### config.mk
export PLATFORM = sky130hd
export DESIGN_NAME = axi_register_file_v2
export DESIGN_NICKNAME = d
export VERILOG_FILES = /design/src/rtl/axi_register_file_v2.sv
export SDC_FILE = /design/constraint.sdc
export NUM_CORES = 2
export LEC_CHECK = 0
export BUFFER_PORTS_ARGS = -buffer_cell sky130_fd_sc_hd__buf_2
export CAP_MARGIN = 5
export CORE_AREA = 5 5 469 471
export CTS_BUF_LIST = sky130_fd_sc_hd__clkbuf_8
export CTS_CLUSTER_SIZE = 30
export DETAILED_ROUTE_END_ITERATION = 10
export DIE_AREA = 0 0 474 476
export GPL_TIMING_DRIVEN = 1
export HOLD_SLACK_MARGIN = 0.1
export PLACE_DENSITY = 0.43
export SLEW_MARGIN = 20
export SYNTH_ARGS = -nofsm -noshare
export SYNTH_HDL_FRONTEND = slang
export SYNTH_SLANG_ARGS = --single-unit
### constraint.sdc
create_clock -name CLK -period 5.2 [get_ports CLK]
set_clock_uncertainty 0.15 [all_clocks]
set_input_delay 0.26 -clock CLK [delete_from_list [all_inputs] [get_ports CLK]]
set_output_delay 0.26 -clock CLK [all_outputs]
set_load 0.05 [all_outputs]
### src/rtl/axi_register_file_v2.sv
// AXI4-Lite slave register file with per-register RW / RO / W1C modes and a user-logic side port.
// Optional macro AXI_REGFILE_ERR_EN enables DECERR/SLVERR responses; without it every response is OKAY.
module axi_register_file_v2 #(
  parameter int                    DATA_WIDTH = 32,
  parameter int                    ADDR_WIDTH = 32,
  parameter int                    REG_COUNT  = 16,
  parameter logic [ADDR_WIDTH-1:0] BASEADDR   = ADDR_WIDTH'(32'h1000_0000),
  parameter logic [REG_COUNT-1:0]  RO_MASK    = '0,
  parameter logic [REG_COUNT-1:0]  W1C_MASK   = '0
) (
  input  logic                            CLK,
  input  logic                            RESETN,
  input  logic [ADDR_WIDTH-1:0]           AWADDR,
  input  logic                            AWVALID,
  output logic                            AWREADY,
  input  logic [DATA_WIDTH-1:0]           WDATA,
  input  logic [DATA_WIDTH/8-1:0]         WSTRB,
  input  logic                            WVALID,
  output logic                            WREADY,
  output logic [1:0]                      BRESP,
  output logic                            BVALID,
  input  logic                            BREADY,
  input  logic [ADDR_WIDTH-1:0]           ARADDR,
  input  logic                            ARVALID,
  output logic                            ARREADY,
  output logic [DATA_WIDTH-1:0]           RDATA,
  output logic [1:0]                      RRESP,
  output logic                            RVALID,
  input  logic                            RREADY,
  input  logic [REG_COUNT*DATA_WIDTH-1:0] REG_IN,
  input  logic [REG_COUNT-1:0]            REG_IN_VALID,
  output logic [REG_COUNT*DATA_WIDTH-1:0] REG_OUT,
  output logic [REG_COUNT-1:0]            REG_OUT_VALID
);

  localparam int STRB_W   = DATA_WIDTH / 8;
  localparam int ADDR_LSB = $clog2(STRB_W);
  localparam int IDX_W    = (REG_COUNT > 1) ? $clog2(REG_COUNT) : 1;
  localparam logic [IDX_W:0] REG_CNT = (IDX_W+1)'(REG_COUNT);

  // Hit when the bits above the index match the window base and the index names a real register.
  function automatic logic addr_hit(input logic [ADDR_WIDTH-1:0] a);
    logic [ADDR_WIDTH-1:0] tag_diff;
    logic [IDX_W:0]        idx;
    tag_diff = (a ^ BASEADDR) >> (ADDR_LSB + IDX_W);
    idx      = {1'b0, a[ADDR_LSB +: IDX_W]};
    return (tag_diff == '0) && (idx < REG_CNT);
  endfunction

  logic                  awready_q, awready_d;
  logic                  wready_q, wready_d;
  logic                  aw_full_q, aw_full_d;
  logic                  w_full_q, w_full_d;
  logic [ADDR_WIDTH-1:0] aw_addr_q, aw_addr_d;
  logic [DATA_WIDTH-1:0] w_data_q, w_data_d;
  logic [STRB_W-1:0]     w_strb_q, w_strb_d;
  logic                  bvalid_q, bvalid_d;
  logic [1:0]            bresp_q, bresp_d;
  logic                  arready_q, arready_d;
  logic                  rvalid_q, rvalid_d;
  logic [DATA_WIDTH-1:0] rdata_q, rdata_d;
  logic [1:0]            rresp_q, rresp_d;

  logic                  commit;
  logic                  wr_hit;
  logic [IDX_W-1:0]      wr_idx;
  logic [DATA_WIDTH-1:0] wr_bmask;
  logic [REG_COUNT-1:0]  commit_sel;
  logic                  rd_hit;
  logic [IDX_W-1:0]      rd_idx;
  logic [DATA_WIDTH-1:0] reg_arr [REG_COUNT];

  always_comb begin
    aw_full_d = aw_full_q;
    aw_addr_d = aw_addr_q;
    w_full_d  = w_full_q;
    w_data_d  = w_data_q;
    w_strb_d  = w_strb_q;
    bvalid_d  = bvalid_q;
    bresp_d   = bresp_q;

    commit = aw_full_q && w_full_q && !bvalid_q;
    wr_hit = addr_hit(aw_addr_q);
    wr_idx = aw_addr_q[ADDR_LSB +: IDX_W];
    for (int b = 0; b < STRB_W; b++) begin
      wr_bmask[b*8 +: 8] = {8{w_strb_q[b]}};
    end
    for (int r = 0; r < REG_COUNT; r++) begin
      commit_sel[r] = commit && wr_hit && (wr_idx == IDX_W'(r));
    end

    if (AWVALID && awready_q) begin
      aw_full_d = 1'b1;
      aw_addr_d = AWADDR;
    end
    if (WVALID && wready_q) begin
      w_full_d = 1'b1;
      w_data_d = WDATA;
      w_strb_d = WSTRB;
    end
    if (bvalid_q && BREADY) begin
      bvalid_d = 1'b0;
    end
    if (commit) begin
      aw_full_d = 1'b0;
      w_full_d  = 1'b0;
      bvalid_d  = 1'b1;
`ifdef AXI_REGFILE_ERR_EN
      if (!wr_hit)                bresp_d = 2'b11;
      else if (RO_MASK[wr_idx])   bresp_d = 2'b10;
      else                        bresp_d = 2'b00;
`else
      bresp_d = 2'b00;
`endif
    end
    // Slots stay closed while a response is outstanding so only one write is ever in flight.
    awready_d = !aw_full_d && !bvalid_d;
    wready_d  = !w_full_d && !bvalid_d;
  end

  always_comb begin
    rvalid_d = rvalid_q;
    rdata_d  = rdata_q;
    rresp_d  = rresp_q;
    rd_hit   = addr_hit(ARADDR);
    rd_idx   = ARADDR[ADDR_LSB +: IDX_W];
    if (rvalid_q && RREADY) begin
      rvalid_d = 1'b0;
    end
    if (ARVALID && arready_q) begin
      rvalid_d = 1'b1;
      rdata_d  = rd_hit ? reg_arr[rd_idx] : '0;
`ifdef AXI_REGFILE_ERR_EN
      rresp_d  = rd_hit ? 2'b00 : 2'b11;
`else
      rresp_d  = 2'b00;
`endif
    end
    arready_d = !rvalid_d;
  end

  always_ff @(posedge CLK or negedge RESETN) begin
    if (!RESETN) begin
      awready_q <= 1'b0;
      wready_q  <= 1'b0;
      aw_full_q <= 1'b0;
      w_full_q  <= 1'b0;
      aw_addr_q <= '0;
      w_data_q  <= '0;
      w_strb_q  <= '0;
      bvalid_q  <= 1'b0;
      bresp_q   <= 2'b00;
      arready_q <= 1'b0;
      rvalid_q  <= 1'b0;
      rdata_q   <= '0;
      rresp_q   <= 2'b00;
    end else begin
      awready_q <= awready_d;
      wready_q  <= wready_d;
      aw_full_q <= aw_full_d;
      w_full_q  <= w_full_d;
      aw_addr_q <= aw_addr_d;
      w_data_q  <= w_data_d;
      w_strb_q  <= w_strb_d;
      bvalid_q  <= bvalid_d;
      bresp_q   <= bresp_d;
      arready_q <= arready_d;
      rvalid_q  <= rvalid_d;
      rdata_q   <= rdata_d;
      rresp_q   <= rresp_d;
    end
  end

  genvar gi;
  generate
    for (gi = 0; gi < REG_COUNT; gi++) begin : g_reg
      localparam bit IS_RO  = RO_MASK[gi];
      localparam bit IS_W1C = W1C_MASK[gi] && !RO_MASK[gi];

      logic [DATA_WIDTH-1:0] reg_q, reg_d;
      logic [DATA_WIDTH-1:0] reg_in;
      logic                  out_vld_q, out_vld_d;

      assign reg_in = REG_IN[gi*DATA_WIDTH +: DATA_WIDTH];

      always_comb begin
        reg_d     = reg_q;
        out_vld_d = commit_sel[gi] && !IS_RO;
        if (IS_RO) begin
          if (REG_IN_VALID[gi]) reg_d = reg_in;
        end else if (IS_W1C) begin
          // Sets from user logic are OR-ed in after the clear so no event is lost.
          reg_d = (reg_q & ~(commit_sel[gi] ? (w_data_q & wr_bmask) : '0))
                | (REG_IN_VALID[gi] ? reg_in : '0);
        end else begin
          if (commit_sel[gi])        reg_d = (reg_q & ~wr_bmask) | (w_data_q & wr_bmask);
          else if (REG_IN_VALID[gi]) reg_d = reg_in;
        end
      end

      always_ff @(posedge CLK or negedge RESETN) begin
        if (!RESETN) begin
          reg_q     <= '0;
          out_vld_q <= 1'b0;
        end else begin
          reg_q     <= reg_d;
          out_vld_q <= out_vld_d;
        end
      end

      assign reg_arr[gi]                             = reg_q;
      assign REG_OUT[gi*DATA_WIDTH +: DATA_WIDTH]    = reg_q;
      assign REG_OUT_VALID[gi]                       = out_vld_q;
    end
  endgenerate

  assign AWREADY = awready_q;
  assign WREADY  = wready_q;
  assign BVALID  = bvalid_q;
  assign BRESP   = bresp_q;
  assign ARREADY = arready_q;
  assign RVALID  = rvalid_q;
  assign RDATA   = rdata_q;
  assign RRESP   = rresp_q;

endmodule

==> reports/qor.yml, run 1 <==
clocking:
  cts-hold-fix-buffers: 1314
  htree_levels: 4
  cts_post_setup_buffers_inserted: 0
  clockRootBuffer: "clkbuf_8"
  clockBufferDepth: 3
  cts_resized: 0
  cts_buffers: 135
  cts.sinks: 633
logic_synthesis:
  synthFlopType: "dfrtp_1"
  synth_cells: 2432
  synth_cell_type_count: 37
  synth.largest_area_cell: "dfrtp_1"
  seq_area_frac_synth_pct: 49.5
  yosys.area_share.simple_pct: 11.0
  synth_top_area_share_pct: 49.5
  synthArstFlopShare_pct: 100
  yosysMostFrequentCell: "dfrtp_1"
  synth_top_family_by_area: "compound AO/OA/AOI/OAI gates"
  synth-edff-count: 0
  muxShareOfSynthArea_pct: 15.3
  synth_xor_area_share_pct: 0
  avgSynthCellArea_um2: 13.1
  syn_area_um2: 32000
  yosys_warnings: 0
  synth_area_leaders: "dfrtp_1, o221a_2, mux4_2, o221a_1, nand2b_1"
  ys_seq_elements: 633
  synth_fa_ha_area_share_pct: 0
  yosys-top-cells-count: "dfrtp_1, o221a_2, nand2b_1, nand2_1, o221a_1"
  synth_compound_area_share_pct: 20.2
die:
  fp.dieH_um: 476
  die_w_um: 474
  io_pins: 1204
  initial_utilization_pct: 14.8
  num_rows: 171
place:
  routabilityCongestion: 0.907
  numPortBuffers: 1195
  hpwl_mm: 216
outcome:
  status: "stopped before the end"
  stop_stage: "clock tree synthesis"
  error: "[ERROR RSZ-0060] Max buffer count reached."
## through the flow
step	instance area [µm²]	setup WS (ps)	hold WS, ps	utilization [%]	instances
detailed placement	41300	1460	200	19.1	6327
global placement	41200	1460	218	19.1	6325
floorplan	32000	2650	-186	-	2435
## logic make-up after synthesis
family	Yosys count
buffers and inverters	250
other	1
AO/OA/AOI/OAI	612
AND/OR/NAND/NOR	646
multiplexers	290
flip-flops	633
==> run 2: changes to the inputs <==
- CORE_AREA: 5 5 469 471 -> 5 5 460 462
- CTS_BUF_LIST: sky130_fd_sc_hd__clkbuf_8 -> unset
- CTS_CLUSTER_SIZE: 30 -> unset
- DIE_AREA: 0 0 474 476 -> 0 0 465 467
- HOLD_SLACK_MARGIN: 0.1 -> unset
- PLACE_DENSITY: 0.43 -> unset
- PLACE_DENSITY_LB_ADDON: unset -> 0.15
==> reports/qor.yml, run 2 <==
place:
  hpwl_mm: 199  # -8.0%
  routabilityCongestion: 0.866  # -4.4%
  dp_slack_ps: 1340  # -126 ps
  numPortBuffers: 1195  # unchanged
route:
  routedWlPerCell_um: 35.7
  drt_iter0_drc: 2269
  num_vias: 30700
  drc_errors: 0
  vias_per_cell: 4.39
  ant_nets: 0
  wirelength_mm: 249
  dr.pass1.iters: 5
power_and_ir_drop:
  p_sw_share_pct: 41.9
  pwr_density_cell_nw_per_um2: 389
  p_leak_nw: 20.7
  max-vdd-ir-drop_uv: 296
  pwr-share-seq_pct: 32.5
  p_total_w: 0.0195
  combPwrFrac_pct: 33.7
  power.switching_w: 0.00816
  clkPwrFrac_pct: 33.8
  power.internal_w: 0.0113
logic_synthesis:
  syn_area_um2: 32000  # unchanged
  synth_top_area_share_pct: 49.5  # unchanged
  synth.largest_area_cell: "dfrtp_1"
  synth_area_leaders: "dfrtp_1, o221a_2, mux4_2, o221a_1, nand2b_1"
  synth_cell_type_count: 37  # unchanged
  yosys_warnings: 0  # unchanged
  synth_cells: 2432  # unchanged
  synth-edff-count: 0  # unchanged
  synthArstFlopShare_pct: 100  # unchanged
  ys_seq_elements: 633  # unchanged
  yosysMostFrequentCell: "dfrtp_1"
  seq_area_frac_synth_pct: 49.5  # unchanged
  synthFlopType: "dfrtp_1"
  yosys-top-cells-count: "dfrtp_1, o221a_2, nand2b_1, nand2_1, o221a_1"
  avgSynthCellArea_um2: 13.1  # unchanged
sta:
  rsz0062_at_grt: "no"
  max_freq_ghz: 0.232
  slew_headroom_pct: 24.3
  hold_slack_ps: 49.9
  slew_violations: 0
  fin_ws_ps: 890
  hold_viol: 0
  final.setup.tns_ps: 0
  tightestPinTransition_ps: 1140
  fin_crit_ps: 4310
  min_period_over_period_pct: 82.9
  setup_viol: 0
critical_path:
  worst-path-buf-inv: 2
  cp.arrival_ps: 4760
  startpoint: "aw_addr_q[27]"
  critPathKind: "flop to flop"
  rrSetupSlack_ps: 890
  slowest_stage: "inv_2"
  cp-start-kind: "flop"
  crit_required_ps: 5660
  slowest_delay_ps: 870
  cp_top_family: "simple AND/OR/NAND/NOR gates"
  r2r_cells: 7
  crit_fanout: 33
  cp-end-kind: "flop"
  crit_chain: "nor4_2 > nand4_2 > or3_1 > inv_2 > nand2_1 > o221a_1 > dlygate4sd3_1"
  timing.rr.start: "aw_addr_q[27]"
die:
  fp.dieH_um: 467  # -1.9%
  core-area_um2: 207000
  io_pins: 1204  # unchanged
  initial_utilization_pct: 15.5  # +0.65 points
  die_area_um2: 217000
  die_w_um: 465  # -1.9%
  num_rows: 167  # -2.3%
flow_run:
  cap_violations: 0
clocking:
  clk_latency_ps: 730
  htree_levels: 3  # -1
  cts_buffers: 90  # -33%
  clk_pin_slew_ps: 60
  cts_resized: 0  # unchanged
  clockBufferDepth: 3  # unchanged
  cts_tree: "yes"
  cts.sinks: 633  # unchanged
  clockRootBuffer: "clkbuf_16"
  cts_post_setup_buffers_inserted: 0  # unchanged
min_path:
  hold_path_class: "primary input to flop"
  hold_path_depth: 3
  hp-start: "REG_IN_VALID[12]"
finish:
  area_growth_pct: 56.7
  layout.nets: 4797
  drive_gt1_share_pct: 48.3
  final_cell_mix: "buf_2, dfrtp_1, dlygate4sd3_1"
  final_common_cell: "buf_2"
outcome:
  status: "finished, final reports clean"
global_route:
  grt_max_degree: 109
  grt_pass1_wl_mm: 324
  antenna_found_initial: 90
  first_global_vias: 32400
  grt_usage_pct: 22.1
  grt_overflow: 0
[run 2: final cells by class]
type,instances,area (µm²)
fill,22100,157000
sequential,633,15800
multi-input combinational,1552,15100
timing repair buffer,1866,12600
tap,2704,3380
clock buffer,126,2530
clock inverter,36,483
antenna,46,115
inverter,19,71.3
[run 2: worst max path at each step]
| stage | end | slack, ps | cells past startpoint |
|---|---|---|---|
| detailed placement | flop | 1340 | 6 |
| floorplan | flop | 2650 | 7 |
| CTS | flop | 910 | 7 |
| global route | flop | 780 | 7 |
| finish | flop | 890 | 7 |
| global placement | flop | 1360 | 6 |
[run 2: metal layers]
layer  vias to the layer above  GRT usage, %  routed length (µm)
met5                         -             0                  66
met4                        12          5.07                6270
met3                       272          7.90               23000
met2                      1362          35.3              113000
met1                     15900          28.6              107000
li1                      13100             -                   -
[run 2: cells by family (layout without fill, tap and decap cells)]
logic type / after synthesis / in the layout / synth area share [%]
AOI/OAI and AO/OA: 612 / 612 / 20.2
DFF: 633 / 633 / 49.5
and+or+nand+nor: 646 / 646 / 11.0
muxes: 290 / 290 / 15.3
buffers and inverters: 250 / 2047 / 3.88
other: 1 / 50 / 0.0117
[run 2: stage by stage]
stage	cells	util [%]	instance area, µm²
floorplan	2435	-	32000
global placement	6185	19.9	41100
detailed placement	6185	19.9	41100
CTS	6936	24.2	50000
global route	6957	24.2	50000
finish	6982	24.2	50100
[run 2: repair_timing]
action	4_1_cts	5_1_grt
hold buffers	589	0
hold endpoints to repair	659	0
setup endpoints to repair	0	0
[run 2: power by group through the flow]
stage	registers, W	logic [W]	clock network, W
CTS	0.00633	0.00665	0.00679
finish	0.00633	0.00655	0.00658
detailed placement	0.00641	0.00622	0
global route	0.00641	0.00688	0.00693
floorplan	0.00736	0.00190	0
global placement	0.00640	0.00621	0
[run 2: worst reg2reg max path, stage by stage (launching register included)]
cell           delay (ps)
dfrtp_1               380
nor4_2                470
nand4_2               600
or3_1                 820
inv_2                 870
nand2_1               190
o221a_1               160
dlygate4sd3_1         550
No activity file was read; power rests on OpenSTA's default activity.
